--- src/rtl/nfc_read_burst_sequencer.sv ---
// rtl/nfc_read_burst_sequencer.sv - NAND read-burst sequencer driving RE toggles and physical-input capture
//
// Sequences one NAND data-out burst: waits for the input delay line to be ready,
// resets the capture path, issues the RE preamble, toggles RE once per 16-bit
// word, holds the capture write-enable through the postamble, then drains the
// captured stream until the last beat (or the expected word count) is seen.
//
// Ports:
//   iSystemClock, iReset                  clock, asynchronous active-high reset
//   iCMDValid / oCMDReady, iByteCount     burst request handshake and length in bytes
//   iPI_DelayReady                        delay-line calibration done
//   oPI_BufferReset, oPI_Buff_WE          capture path reset and write-enable
//   oRE                                   NAND read-enable (idle high)
//   iPI_Buff_Valid/Ready/Last             monitored capture output stream
//   oDone, oError, oBusy                  completion pulse, error pulse, activity flag
module nfc_read_burst_sequencer #(
    parameter int BufferResetCycles = 4,
    parameter int PreambleCycles    = 3,
    parameter int PostambleCycles   = 3,
    parameter int DrainTimeout      = 1023
) (
    input  logic        iSystemClock,
    input  logic        iReset,
    input  logic        iCMDValid,
    output logic        oCMDReady,
    input  logic [15:0] iByteCount,
    input  logic        iPI_DelayReady,
    output logic        oPI_BufferReset,
    output logic        oPI_Buff_WE,
    output logic        oRE,
    input  logic        iPI_Buff_Valid,
    input  logic        iPI_Buff_Ready,
    input  logic        iPI_Buff_Last,
    output logic        oDone,
    output logic        oError,
    output logic        oBusy
);

    typedef enum logic [2:0] {
        S_IDLE, S_WAITDLY, S_BUFRST, S_PREAMBLE,
        S_TOGGLE, S_POSTAMBLE, S_DRAIN, S_DONE
    } state_t;

    localparam logic [16:0] BUFRST_LEN = 17'(BufferResetCycles);
    localparam logic [16:0] PRE_LEN    = 17'(PreambleCycles);
    localparam logic [16:0] POST_LEN   = 17'(PostambleCycles);
    localparam logic [16:0] DRAIN_LIM  = 17'(DrainTimeout);

    state_t      state_q, state_d;
    // Shared phase counter; 17 bits so 2*0x8000 toggle cycles fit without wrapping.
    // In DRAIN it counts idle cycles since the last beat.
    logic [16:0] cnt_q, cnt_d;
    logic [15:0] words_q, words_d;
    logic [15:0] beats_q, beats_d;

    logic cmd_ready_q, cmd_ready_d;
    logic buf_reset_q, buf_reset_d;
    logic we_q, we_d;
    logic re_q, re_d;
    logic done_q, done_d;
    logic error_q, error_d;
    logic busy_q, busy_d;

    logic        beat;
    logic [16:0] cnt_inc;
    logic [16:0] toggle_len;
    logic [15:0] beats_inc;

    assign beat       = iPI_Buff_Valid & iPI_Buff_Ready;
    assign cnt_inc    = cnt_q + 17'd1;
    assign toggle_len = {words_q, 1'b0};
    assign beats_inc  = beats_q + 16'd1;

    always_comb begin
        state_d = state_q;
        cnt_d   = cnt_q;
        words_d = words_q;
        beats_d = beats_q;
        error_d = 1'b0;
        unique case (state_q)
            S_IDLE: begin
                if (iCMDValid) begin
                    if (iByteCount == 16'd0) begin
                        error_d = 1'b1;
                    end else begin
                        // Round odd byte counts up to whole 16-bit words.
                        words_d = {1'b0, iByteCount[15:1]} + {15'd0, iByteCount[0]};
                        state_d = S_WAITDLY;
                    end
                end
            end
            S_WAITDLY: begin
                if (iPI_DelayReady) begin
                    state_d = S_BUFRST;
                    cnt_d   = 17'd0;
                end
            end
            S_BUFRST: begin
                if (cnt_inc == BUFRST_LEN) begin
                    state_d = S_PREAMBLE;
                    cnt_d   = 17'd0;
                end else begin
                    cnt_d = cnt_inc;
                end
            end
            S_PREAMBLE: begin
                if (cnt_inc == PRE_LEN) begin
                    state_d = S_TOGGLE;
                    cnt_d   = 17'd0;
                end else begin
                    cnt_d = cnt_inc;
                end
            end
            S_TOGGLE: begin
                if (cnt_inc == toggle_len) begin
                    state_d = S_POSTAMBLE;
                    cnt_d   = 17'd0;
                end else begin
                    cnt_d = cnt_inc;
                end
            end
            S_POSTAMBLE: begin
                if (cnt_inc == POST_LEN) begin
                    state_d = S_DRAIN;
                    cnt_d   = 17'd0;
                    beats_d = 16'd0;
                end else begin
                    cnt_d = cnt_inc;
                end
            end
            S_DRAIN: begin
                // A beat wins over a timeout landing in the same cycle.
                if (beat) begin
                    cnt_d   = 17'd0;
                    beats_d = beats_inc;
                    if (iPI_Buff_Last || (beats_inc == words_q)) begin
                        state_d = S_DONE;
                    end
                end else if (cnt_inc >= DRAIN_LIM) begin
                    state_d = S_IDLE;
                    error_d = 1'b1;
                end else begin
                    cnt_d = cnt_inc;
                end
            end
            S_DONE: begin
                state_d = S_IDLE;
            end
            default: begin
                state_d = S_IDLE;
            end
        endcase
    end

    // Outputs are decoded from the next state so the registered value lines up
    // with the state it describes.
    always_comb begin
        cmd_ready_d = (state_d == S_IDLE);
        busy_d      = (state_d != S_IDLE);
        buf_reset_d = (state_d == S_BUFRST);
        we_d        = (state_d == S_TOGGLE) || (state_d == S_POSTAMBLE);
        done_d      = (state_d == S_DONE);
        re_d        = 1'b1;
        if (state_d == S_PREAMBLE) begin
            re_d = 1'b0;
        end else if (state_d == S_TOGGLE) begin
            re_d = ~cnt_d[0];
        end
    end

    always_ff @(posedge iSystemClock or posedge iReset) begin
        if (iReset) begin
            state_q     <= S_IDLE;
            cnt_q       <= 17'd0;
            words_q     <= 16'd0;
            beats_q     <= 16'd0;
            cmd_ready_q <= 1'b1;
            buf_reset_q <= 1'b1;
            we_q        <= 1'b0;
            re_q        <= 1'b1;
            done_q      <= 1'b0;
            error_q     <= 1'b0;
            busy_q      <= 1'b0;
        end else begin
            state_q     <= state_d;
            cnt_q       <= cnt_d;
            words_q     <= words_d;
            beats_q     <= beats_d;
            cmd_ready_q <= cmd_ready_d;
            buf_reset_q <= buf_reset_d;
            we_q        <= we_d;
            re_q        <= re_d;
            done_q      <= done_d;
            error_q     <= error_d;
            busy_q      <= busy_d;
        end
    end

    assign oCMDReady       = cmd_ready_q;
    assign oPI_BufferReset = buf_reset_q;
    assign oPI_Buff_WE     = we_q;
    assign oRE             = re_q;
    assign oDone           = done_q;
    assign oError          = error_q;
    assign oBusy           = busy_q;

endmodule

--- config.mk ---
export PLATFORM = sky130hd
export DESIGN_NAME = nfc_read_burst_sequencer
export DESIGN_NICKNAME = d
export VERILOG_FILES = /design/src/rtl/nfc_read_burst_sequencer.sv
export SDC_FILE = /design/constraint.sdc
export NUM_CORES = 1
export LEC_CHECK = 0
export BUFFER_PORTS_ARGS = -buffer_cell sky130_fd_sc_hd__buf_4
export CORE_ASPECT_RATIO = 0.6
export CORE_MARGIN = 5
export CORE_UTILIZATION = 60
export DETAILED_ROUTE_END_ITERATION = 10
export GPL_ROUTABILITY_DRIVEN = 1
export GPL_TIMING_DRIVEN = 0
export PLACE_DENSITY = 0.79
export SYNTH_ARGS = -nofsm -noshare
export SYNTH_HDL_FRONTEND = slang
export SYNTH_SLANG_ARGS = --single-unit
--- constraint.sdc ---
create_clock -name iSystemClock -period 3.5 [get_ports iSystemClock]
set_input_delay 0.175 -clock iSystemClock [delete_from_list [all_inputs] [get_ports iSystemClock]]
set_output_delay 0.175 -clock iSystemClock [all_outputs]
set_load 0.02 [all_outputs]
; ---- Yosys cells after proc, flatten, opt, wreduce, memory -nomap -nowiden
; Cells that the tools add are included.
[totals]
register_bits = 59
out_inout_bits = 7
[op_classes]
n_reduce_logical = 12
addsub = 3
n_eq_ne = 20
bitwise_logic = 3
mux = 28
magnitude_cmp = 1
[ops]
columns = cell, count
row1 = 2-to-1 mux 17 bit, 6
row2 = case mux 17 bit (5 select lines), 1
row3 = 2-to-1 mux 16 bit, 2
row4 = case mux 16 bit (2 select lines), 1
row5 = 2-to-1 mux 3 bit, 10
row6 = case mux 3 bit (8 select lines), 1
row7 = "equality test 3 bit, second input constant", 7
row8 = "adder 17 x 1 -> 17 bit, second input constant", 1
row9 = equality test 17 bit, 1
row10 = "equality test 17 x 2 -> 1 bit, second input constant", 1
row11 = "equality test 17 x 3 -> 1 bit, second input constant", 1
row12 = "greater-or-equal comparator 17 x 10 -> 1 bit, second input constant", 1
row13 = adder 15 x 1 -> 16 bit, 1
row14 = "adder 16 x 1 -> 16 bit, second input constant", 1
row15 = equality test 16 bit, 1
row16 = zero test 16 bit, 1
row17 = "equality test 3 x 2 -> 1 bit, second input constant", 4
row18 = AND reduction 3 bit, 3
row19 = zero test 3 bit, 2
row20 = 2-to-1 mux 1 bit, 6
row21 = "inequality test 2 bit, second input constant", 3
row22 = nonzero test 5 bit, 1
row23 = "equality test 3 x 1 -> 1 bit, second input constant", 1
row24 = "inequality test 3 bit, second input constant", 1
row25 = other kinds (7), 9

; ---- Logic depth before layout (Yosys ltp)
; Gate-level depths: netlist of the first run.
[depth]
ltp_word = 9
depth_mapped = 12
ltp_nobuf = 10

; ---- Least setup slack after synthesis of the first run
; Ideal clock, no wire load.
[synth_timing]
path_kind = register to register
startpoint = register cnt_q[1]
endpoint = register cnt_q[16]
setup_ns = 0.131
path_stages_with_launch = 12
setup_slack_ns = 0.435
arrival_ns = 2.935
path_cell_list = dfrtp_1 -> ha_1 -> clkbuf_2 -> nand3_1 -> nor4_2 -> xnor2_1 -> nand4_2 -> a211o_1 -> nor2b_4 -> a311o_4 -> a2111oi_4 -> nor3_1
[synth_via]
elab_chain_cells = 4
elab_cells_between_ends = 13
classes_between = add/sub: 1 / order compare: 1 / eq/ne: 4 / mux: 6 / reduce/logical: 1
[synth_rtl]
columns = item, line
row1 = start: declaration, 52  ; logic [16:0] cnt_q, cnt_d;
row2 = start signal: assignment, 186  ; cnt_q <= cnt_d;
row3 = adder 17 x 1 -> 17 bit *, 70  ; assign cnt_inc = cnt_q + 17'd1;
row4 = greater-or-equal comparator 17 x 10 -> 1 bit (tied with other cells), 139  ; end else if (cnt_inc >= DRAIN_LIM) begin
row5 = inequality test 3 bit (no source line) (tied with other cells), n/a
row6 = AND reduction 3 bit (no source line) or case mux 17 bit (5 select lines) (tied branches), n/a
; Every way passes the cells marked *; elsewhere a longest branch is shown, timed or not. The select of a mux whose other input is x is not followed.
; A chain may end at the register's enable or synchronous reset.

; ---- Worst setup path in the final report of the first run
[layout_timing]
startpoint = register cnt_q[0]
endpoint = register cnt_q[7]
; Same word-level chain as after synthesis.

==> key figures, run 1 <==
Synthesis
  – Synth warnings: 0
  – #FFs+latches synth: 59
  – Netlist cell types: 73
  – Netlist Area Pre-Place: 4570 um2
  – Number of synthesized flops with an enable pin: 0
  – Mean post-synth cell area: 8.57 um2
  – Mapped Cells: 533
  – Post-Syn Nets: 563
  – Register area share after synthesis: 32.4%
  – Primary FF master, synth: dfrtp_1
  – Fraction of registers with async set/reset: 100%

Critical path
  – FF-to-FF End: cnt_q[7]
  – Crit path launch: cnt_q[0]
  – CP max FO: 10
  – Worst-case reg-to-reg path depth: 12
  – Reg2reg setup slack: 140 ps
  – Critical path type: reg -> reg
  – Crit. End Element: flip-flop
  – RR Startpoint: cnt_q[0]
  – CP max stage cell: a311o_4
  – WP data arrival: 3620 ps
  – Crit start category: flip-flop
  – CP required: 3770 ps
  – Sequence of cells on the critical path: ha_1 -> clkbuf_2 -> nand3_2 -> nor4_4 -> xnor2_2 -> nand4_4 -> a211o_1 -> nor2b_4 -> a311o_4 -> nor2_4 -> buf_6 -> a31o_1
  – Largest stage delay, worst path: 460 ps

STA
  – TNS Setup: 0 ps
  – Actual slew at the worst max-slew pin: 732 ps
  – Clock Skew: 10.1 ps
  – Max_slew headroom: 51.2%
  – Post-route minimum period: 3360 ps
  – Final Hold Fails: 0
  – Min Hold Slack: 116 ps
  – Peak Freq: 298 MHz
  – Final Setup Violations: 0
  – RSZ-0062 raised after global routing: false
  – Final worst-path cycle share: 95.9%
  – Final Slew Violations: 0

Cells and area
  – FF+latch area: 1480 um2
  – Ratio of cells with drive above 1 in the final layout: 19.1%
  – Final net count: 610
  – Multi-input logic area: 2990 um2
  – Fillers: 542
  – Final core occ: 73.8%
  – Syn-to-layout area delta: 18.3%
  – # diodes: 0

Worst hold path
  – Hold endpoint: words_q[15]
  – Hold wc startpoint: iByteCount[15]
  – HP Class: in -> reg
  – Hold path cells: 3

CTS
  – Number of buffers created by CTS: 9
  – CTS tree: yes
  – Buffer levels on the longest clock path: 2
  – CTS Sinks: 59
  – Clock transition at path regs: 60 ps
  – H-tree depth: 3
  – Clk_lat worst skew: 340 ps
  – Clock root cell: clkbuf_16

Run
  – Max Cap Viol: 0

Floorplan
  – # rows: 24
  – Die Width: 123 um
  – Core area: 7330 um2
  – Die Y: 77.6 um
  – Num ports: 30
  – Starting Density: 62.4%
  – Die area: 9520 um2

Drt
  – DRC: 0
  – Initial DRC Count: 496
  – Detailed Route WL: 13700 um
  – WL/cell: 19.8 um
  – Pre-antenna DRT Iters: 5
  – Antenna-violating nets left: 0
  – Routed via count: 4385
  – Vias/cell: 6.36

Placement
  – Final GP Congestion: 1.04
  – Final HPWL from detailed placement: 9720 um
  – Number of port buffers: 29

Pwr
  – Pwr dens: 705 nW/um2
  – Leakage: 0.00229 uW
  – Peak supply drop: 0.626 mV
  – Final Power: 3810 uW

Global route
  – First-pass GRT wire length: 21500 um
  – Initial antenna violation count: 0
  – Gr usage total: 29.1%
  – Vias in the first global route: 4107
  – Largest net degree at the start of global routing: 43
  – GRT overflow: 0

Status
  – Outcome: completed
==> cell usage after synthesis (3+ instances only) <==
| cell | instances | area [um2] |
|---|---|---|
| dfrtp_1 | 56 | 1400 |
| a21oi_1 | 9 | 45.0 |
| clkbuf_1 | 16 | 60.1 |
| mux2_2 | 4 | 45.0 |
| xnor2_1 | 39 | 342 |
| o211ai_1 | 3 | 22.5 |
| xor2_1 | 25 | 219 |
| and2_1 | 7 | 43.8 |
| a21o_1 | 3 | 22.5 |
| nand4_1 | 18 | 113 |
| inv_1 | 14 | 52.6 |
| a22o_1 | 13 | 114 |
| and4_1 | 5 | 43.8 |
| a22oi_1 | 3 | 22.5 |
| nand2b_1 | 5 | 31.3 |
| a31oi_1 | 6 | 37.5 |
| buf_4 | 6 | 45.0 |
| nand2_1 | 56 | 210 |
| nor2b_1 | 5 | 31.3 |
| dfstp_2 | 3 | 78.8 |
| nor2_1 | 44 | 165 |
| o21ai_1 | 8 | 40.0 |
| nor4_1 | 6 | 37.5 |
| buf_2 | 7 | 35.0 |
| or2_2 | 3 | 18.8 |
| nand4_2 | 3 | 37.5 |
| ha_1 | 7 | 87.6 |
| nand3_1 | 14 | 70.1 |
| nor4_2 | 6 | 75.1 |
| o21ai_0 | 50 | 250 |
| and3_1 | 10 | 62.6 |
| nor3_1 | 17 | 85.1 |
| mux2i_1 | 3 | 30.0 |
| o31ai_1 | 9 | 67.6 |
==> critical path: cells and delay by family (launching register included) <==
| kind | cells | cell delay, ps |
|---|---|---|
| simple gates | 5 | 1220 |
| compound gates | 3 | 950 |
| buf+inv | 2 | 380 |
| flops | 1 | 370 |
| xor+xnor | 1 | 210 |
| fa+ha+maj | 1 | 150 |
==> routing by layer <==
| layer | vias to the layer above | global-route usage, % | wire, um |
|---|---|---|---|
| met5 | - | 0 | 0 |
| met2 | 249 | 39.0 | 5640 |
| met4 | 0 | 8.04 | 213 |
| met3 | 24 | 8.14 | 1520 |
| met1 | 2094 | 45.2 | 6290 |
| li1 | 2018 | - | - |
==> stage by stage <==
| step | instances | area, um2 | setup WS [ps] |
|---|---|---|---|
| floorplan | 533 | 4570 | 435 |
| global placement | 666 | 4920 | -365 |
| detailed placement | 667 | 4940 | -448 |
| CTS | 684 | 5280 | 8.93 |
| global route | 689 | 5400 | 10.8 |
| finish | 689 | 5400 | 143 |
==> area by class of cell <==
| cell class | instances | area share [%] |
|---|---|---|
| clock buffers | 12 | 4.38 |
| repair buffers | 37 | 5.42 |
| inverters | 14 | 0.972 |
| well taps | 104 | 2.41 |
| clock inverters | 4 | 0.834 |
| flip-flops and latches | 59 | 27.4 |
| plain buffers | 34 | 3.29 |
| multi-input cells | 425 | 55.3 |
==> kinds of logic (layout without fill, tap and decap cells) <==
kind of cell	count (synthesis)	count (layout)	synth area share (%)
DFF	59	59	32.4
AOI/OAI and AO/OA	130	130	20.2
and+or+nand+nor	216	216	26.0
muxes	7	7	1.64
xor gates and xnor gates	65	65	12.8
buffers and inverters	49	101	5.09
adders and majority gates	7	7	1.92
==> how the worst max path moves through the flow <==
| stage | end | slack (ps) | cells past startpoint |
|---|---|---|---|
| floorplan | cnt_q[16] | 430 | 11 |
| global placement | beats_q[13] | -370 | 12 |
| detailed placement | beats_q[9] | -450 | 12 |
| CTS | beats_q[9] | 9 | 12 |
| global route | cnt_q[11] | 10 | 12 |
| finish | cnt_q[7] | 140 | 12 |
==> state kept, by name, summed over array words and instances (netlist names) <==
| name | count |
|---|---|
| beats_q | 16 |
| cnt_q | 17 |
| oBusy | 1 |
| oCMDReady | 1 |
| oDone | 1 |
| oError | 1 |
| oPI_Buff_WE | 1 |
| oPI_BufferReset | 1 |
| oRE | 1 |
| state_q | 3 |
| words_q | 16 |
==> power breakdown <==
group	switching, uW	internal, uW
logic	1110	758
registers	213	864
clock network	315	547
total	1640	2170
==> cells in the final DEF (no fill, tap or decap), types with 8 or more instances in the layout <==
master / netlist / layout
o31ai_1: 9 / 9
xnor2_1: 39 / 38
dfrtp_1: 56 / 55
o21ai_1: 8 / 8
nor3_1: 17 / 17
a22o_1: 13 / 13
a21oi_1: 9 / 9
clkbuf_16: 0 / 9
nand3_1: 14 / 13
buf_4: 6 / 41
nor2_1: 44 / 43
nand4_1: 18 / 18
nand2_1: 56 / 55
and3_1: 10 / 10
xor2_1: 25 / 25
o21ai_0: 50 / 50
clkbuf_1: 16 / 17
inv_1: 14 / 13
==> what timing repair did <==
action                                 CTS  global route
endpoints found under the hold margin   17             0
buffers inserted                         0             6
pin swaps                                1             6
setup endpoints to repair               36            31
hold buffers                             1             0
gates resized for setup                  9            12
Power figures use the tool's default switching activity.
==> run 2, diff against run 1 <==
--- a/config.mk
+++ b/config.mk
@@ -6,12 +6,11 @@
 export NUM_CORES = 1
 export LEC_CHECK = 0
 export BUFFER_PORTS_ARGS = -buffer_cell sky130_fd_sc_hd__buf_4
-export CORE_ASPECT_RATIO = 0.6
+export CORE_ASPECT_RATIO = 1.1
 export CORE_MARGIN = 5
 export CORE_UTILIZATION = 60
 export DETAILED_ROUTE_END_ITERATION = 10
 export GPL_ROUTABILITY_DRIVEN = 1
-export GPL_TIMING_DRIVEN = 0
 export PLACE_DENSITY = 0.79
 export SYNTH_ARGS = -nofsm -noshare
 export SYNTH_HDL_FRONTEND = slang
==> key figures, run 2 (synthesis results as in run 1) <==
Critical path
  – Critical Path End: cnt_q[0]
  – Critical path type: reg -> reg
  – Worst-case reg-to-reg path depth: 11
  – Crit. End Element: flip-flop
  – Crit start category: flip-flop
  – CP max FO: 14
  – FF-to-FF End: cnt_q[0]
  – Crit path launch: cnt_q[12]
  – WP data arrival: 3600 ps
  – CP required: 3760 ps
  – Reg2reg setup slack: 160 ps
  – RR Startpoint: cnt_q[12]

Worst hold path
  – HP Class: in -> async

Pwr
  – Peak supply drop: 0.536 mV
  – Leakage: 0.00213 uW
  – Final Power: 3530 uW
  – Pwr dens: 691 nW/um2

Status
  – Outcome: finished with violations
  – Failing checks: hold timing

Placement
  – Number of port buffers: 29
  – DP Area: 4780 um2
  – Final GP Congestion: 0.976
  – Final HPWL from detailed placement: 8750 um

STA
  – Min Hold Slack: -26.2 ps
  – Final Slew Violations: 0
  – Clock Skew: 13.2 ps
  – Final worst-path cycle share: 95.5%
  – Actual slew at the worst max-slew pin: 868 ps
  – Final Setup Violations: 0
  – Max_slew headroom: 42.0%
  – Final Hold Fails: 37
  – Peak Freq: 299 MHz
  – TNS Setup: 0 ps
  – Post-route minimum period: 3340 ps
  – RSZ-0062 raised after global routing: false

CTS
  – Buffer levels on the longest clock path: 2
  – CTS tree: yes
  – CTS Sinks: 59
  – # hold bufs at CTS: 0
  – Clock transition at path regs: 80 ps
  – Number of buffers created by CTS: 9
  – Clk_lat worst skew: 370 ps
  – Clock root cell: clkbuf_8
  – H-tree depth: 3

Drt
  – Initial DRC Count: 262
  – Antenna-violating nets left: 0
  – WL/cell: 18.7 um
  – Detailed Route WL: 12000 um
  – DRC: 0
  – Pre-antenna DRT Iters: 6
  – Routed via count: 4144
  – Vias/cell: 6.48

Cells and area
  – Fillers: 577
  – # diodes: 0
  – Final core occ: 68.8%
  – Multi-input logic area: 2910 um2
  – Top Registers: cnt_q (17), beats_q (16), words_q (16)
  – Ratio of cells with drive above 1 in the final layout: 18.1%
  – Most common cell after layout, fill and taps aside: nand2_1
  – Final Cell Area: 5110 um2
  – Final net count: 578
  – FF+latch area: 1490 um2
  – Syn-to-layout area delta: 11.9%
  – Max reg flops: 17
  – Commonest non-fill, non-tap cells in the layout: nand2_1, o21ai_0, dfrtp_1
  – Largest Register: cnt_q

Floorplan
  – Die Width: 93.2 um
  – Num ports: 30
  – Core area: 7430 um2
  – Die area: 9460 um2
  – Starting Density: 61.5%
  – Die Y: 102 um
  – # rows: 33

Global route
  – Vias in the first global route: 3840
  – GRT overflow: 0
  – Gr usage total: 26.1%
  – Largest net degree at the start of global routing: 39
  – First-pass GRT wire length: 19100 um
  – Initial antenna violation count: 0

Run
  – Max Cap Viol: 0
run 2: cell count changes in the layout (fill, tap and decap cells not counted), moves of 3 or more:
cell       change
clkbuf_16      -9
buf_4          -3
clkbuf_2       -3
dfrtp_2        +6
buf_2          -7
clkinv_2       -3
clkbuf_1      -17
clkbuf_8       +9
dfrtp_1        -6
run 2: metal layers:
layer | GRT usage, % | vias to the layer above | routed length [um]
li1 | - | 1958 | -
met1 | 33.6 | 1948 | 4920
met2 | 41.7 | 187 | 5610
met3 | 4.90 | 51 | 880
met4 | 14.4 | 0 | 564
met5 | 0 | - | 0
run 2: final cells by class:
| cell class | count | share of cell area (%) |
|---|---|---|
| Clock buffer | 9 | 2.42 |
| Clock inverter | 7 | 2.42 |
| Inverter | 14 | 1.03 |
| Multi-Input combinational cell | 425 | 56.9 |
| Sequential cell | 59 | 29.1 |
| Tap cell | 87 | 2.13 |
| Timing Repair Buffer | 39 | 5.97 |
run 2: worst min-delay path by stage:
stage                   startpoint          end  slack, ps  cells after the start
detailed placement          iReset        oDone        390                      2
global route                iReset  beats_q[12]         60                      2
floorplan           iByteCount[15]  words_q[15]        310                      2
CTS                         iReset  beats_q[12]         10                      2
global placement            iReset        oDone        390                      2
finish                      iReset  beats_q[12]        -30                      2
run 2: power breakdown:
part	switching, uW	internal (uW)
clock	318	477
sequential	325	862
combinational	861	690
run 2: worst max-delay path: stages (launching register included):
cell      delay (ps)
dfrtp_1          610
nand4_1          230
nor4_4           400
xnor2_1          250
nand4_2          270
o41ai_4          460
o221ai_2         210
nor2_2           120
buf_4            210
nor2_4            60
buf_12           140
mux2_2           260
run 2: repair_timing:
item                                    CTS  global route
gates resized for setup                   0            13
setup buffers                             0             1
endpoints found under the setup margin    0            32
run 2: metrics by stage:
stage                     worst slack (ps)  std cells  hold WS (ps)
after floorplan                        435        533           309
after global placement                 237        623           387
after detailed placement               152        623           393
after CTS                              106        639          13.6
after global routing                  17.4        640          57.1
final                                  156        640         -26.2
==> run 3, diff against run 2 <==
==> constraint.sdc (replaced) <==
create_clock -name iSystemClock -period 3.5 [get_ports iSystemClock]
set_input_delay 0.35 -clock iSystemClock [delete_from_list [all_inputs] [get_ports iSystemClock]]
set_output_delay 0.35 -clock iSystemClock [all_outputs]
set_load 0.02 [all_outputs]
==> key figures, run 3 (synthesis results as in run 1) <==
Run
  – Max Cap Viol: 0

CTS
  – Clock transition at path regs: 70 ps
  – Post-CTS sizing: 0
  – Number of buffers created by CTS: 9
  – # hold bufs at CTS: 0
  – Clk_lat worst skew: 360 ps
  – CTS tree: yes
  – H-tree depth: 3
  – Postcts setup bufs: 0
  – Clock root cell: clkbuf_8
  – Buffer levels on the longest clock path: 2
  – CTS Sinks: 59

Global route
  – Initial antenna violation count: 0
  – Gr usage total: 27.0%
  – First-pass GRT wire length: 19800 um
  – GRT overflow: 0
  – Largest net degree at the start of global routing: 39
  – Vias in the first global route: 3967

Drt
  – Pre-antenna DRT Iters: 5
  – Routed via count: 4221
  – Detailed Route WL: 12200 um
  – Top Layer Used: met4
  – Routed wire length on met2: 5900 um
  – WL/cell: 19.0 um
  – DRC: 0
  – Met3 routed WL: 763 um
  – Metal-1 WL: 4930 um
  – Initial DRC Count: 286
  – Vias/cell: 6.60
  – Antenna-violating nets left: 0

Pwr
  – Peak supply drop: 0.441 mV
  – Pwr dens: 684 nW/um2
  – Leakage: 0.00213 uW

STA
  – Final worst-path cycle share: 95.8%
  – Post-route minimum period: 3350 ps
  – Final Hold Fails: 0
  – Peak Freq: 298 MHz
  – Max_slew headroom: 44.7%
  – Final Slew Violations: 0
  – Actual slew at the worst max-slew pin: 828 ps
  – Min Hold Slack: 155 ps
  – Clock Skew: 13.7 ps
  – Final Setup Violations: 0

Cells and area
  – Fillers: 588
  – Ratio of cells with drive above 1 in the final layout: 18.1%
  – Commonest non-fill, non-tap cells in the layout: nand2_1, o21ai_0, dfrtp_1
  – Largest Register: cnt_q
  – Most common cell after layout, fill and taps aside: nand2_1
  – Top Registers: cnt_q (17), beats_q (16), words_q (16)
  – # diodes: 0
  – Max reg flops: 17
  – Non-Filler Instances: 640
  – Syn-to-layout area delta: 11.7%
  – Final net count: 578

Critical path
  – CP required: 3790 ps
  – CP max FO: 14
  – RR Startpoint: cnt_q[1]
  – Critical path type: reg -> reg
  – Crit start category: flip-flop
  – Crit. End Element: flip-flop
  – WP data arrival: 3650 ps
  – Crit path launch: cnt_q[1]

Status
  – Outcome: completed

Floorplan
  – Starting Density: 61.5%
  – Core area: 7430 um2
  – Num ports: 30
  – Die Y: 102 um
  – Die Width: 93.2 um
  – Die area: 9460 um2
  – # rows: 33

Placement
  – Number of port buffers: 29
  – Final GP Congestion: 0.979
  – Final HPWL from detailed placement: 8760 um
  – DP Cell Count: 624

Worst hold path
  – HP Class: in -> async
-- run 3: cell counts in the layout (fill, tap and decap cells not counted) --
No cell type changed its count.
-- run 3: routing by layer --
| layer | vias to the layer above | global-route usage (%) |
|---|---|---|
| met5 | - | 0 |
| met4 | 0 | 14.3 |
| met3 | 48 | 5.35 |
| met2 | 174 | 44.2 |
| met1 | 2031 | 34.0 |
| li1 | 1968 | - |
-- run 3: final timing paths --
kind                              endpoint  slack [ps]  depth (start not counted)
min in group iSystemClock      words_q[15]         260                          3
max in group asynchronous  oPI_BufferReset        2490                          3
max                               cnt_q[0]         150                         10
max reg2reg                       cnt_q[0]         150                         10
min                                  oDone         160                          2
min reg2reg                    beats_q[15]         500                          1
-- run 3: worst max-delay path, stage by stage (launching register included) --
cell and delay (ps):
dfrtp_1 480, ha_1 230, nand3_2 170, nor4_4 420
xnor2_1 240, nand4_2 290, a211o_1 320, nor2b_4 140
a311o_4 450, nor2_4 310, mux2_2 230
-- run 3: area by class of cell --
| type | count | area [um2] | share of cell area (%) |
|---|---|---|---|
| Multi-Input combinational cell | 425 | 2910 | 57.1 |
| Sequential cell | 59 | 1490 | 29.1 |
| Timing Repair Buffer | 39 | 293 | 5.74 |
| Clock buffer | 9 | 124 | 2.43 |
| Clock inverter | 7 | 124 | 2.43 |
| Tap cell | 87 | 109 | 2.13 |
| Inverter | 14 | 52.6 | 1.03 |
-- run 3: power breakdown --
part	leakage [uW]	switching, uW	internal [uW]	total (uW)
combinational	0.00125	860	652	1510
sequential	0.000762	327	861	1190
clock	0.000120	311	477	789
-- run 3: per-stage QoR --
step	power, uW	setup slack (ps)	setup TNS, ps	utilization (%)	area (um2)
after detailed placement	2640	178	0	64.5	4790
after floorplan	2270	435	0	-	4570
after global routing	3690	-30.8	-104	68.7	5100
final	3490	148	0	68.7	5100
after global placement	2600	235	0	64.5	4790
after CTS	3440	90.7	0	67.8	5040
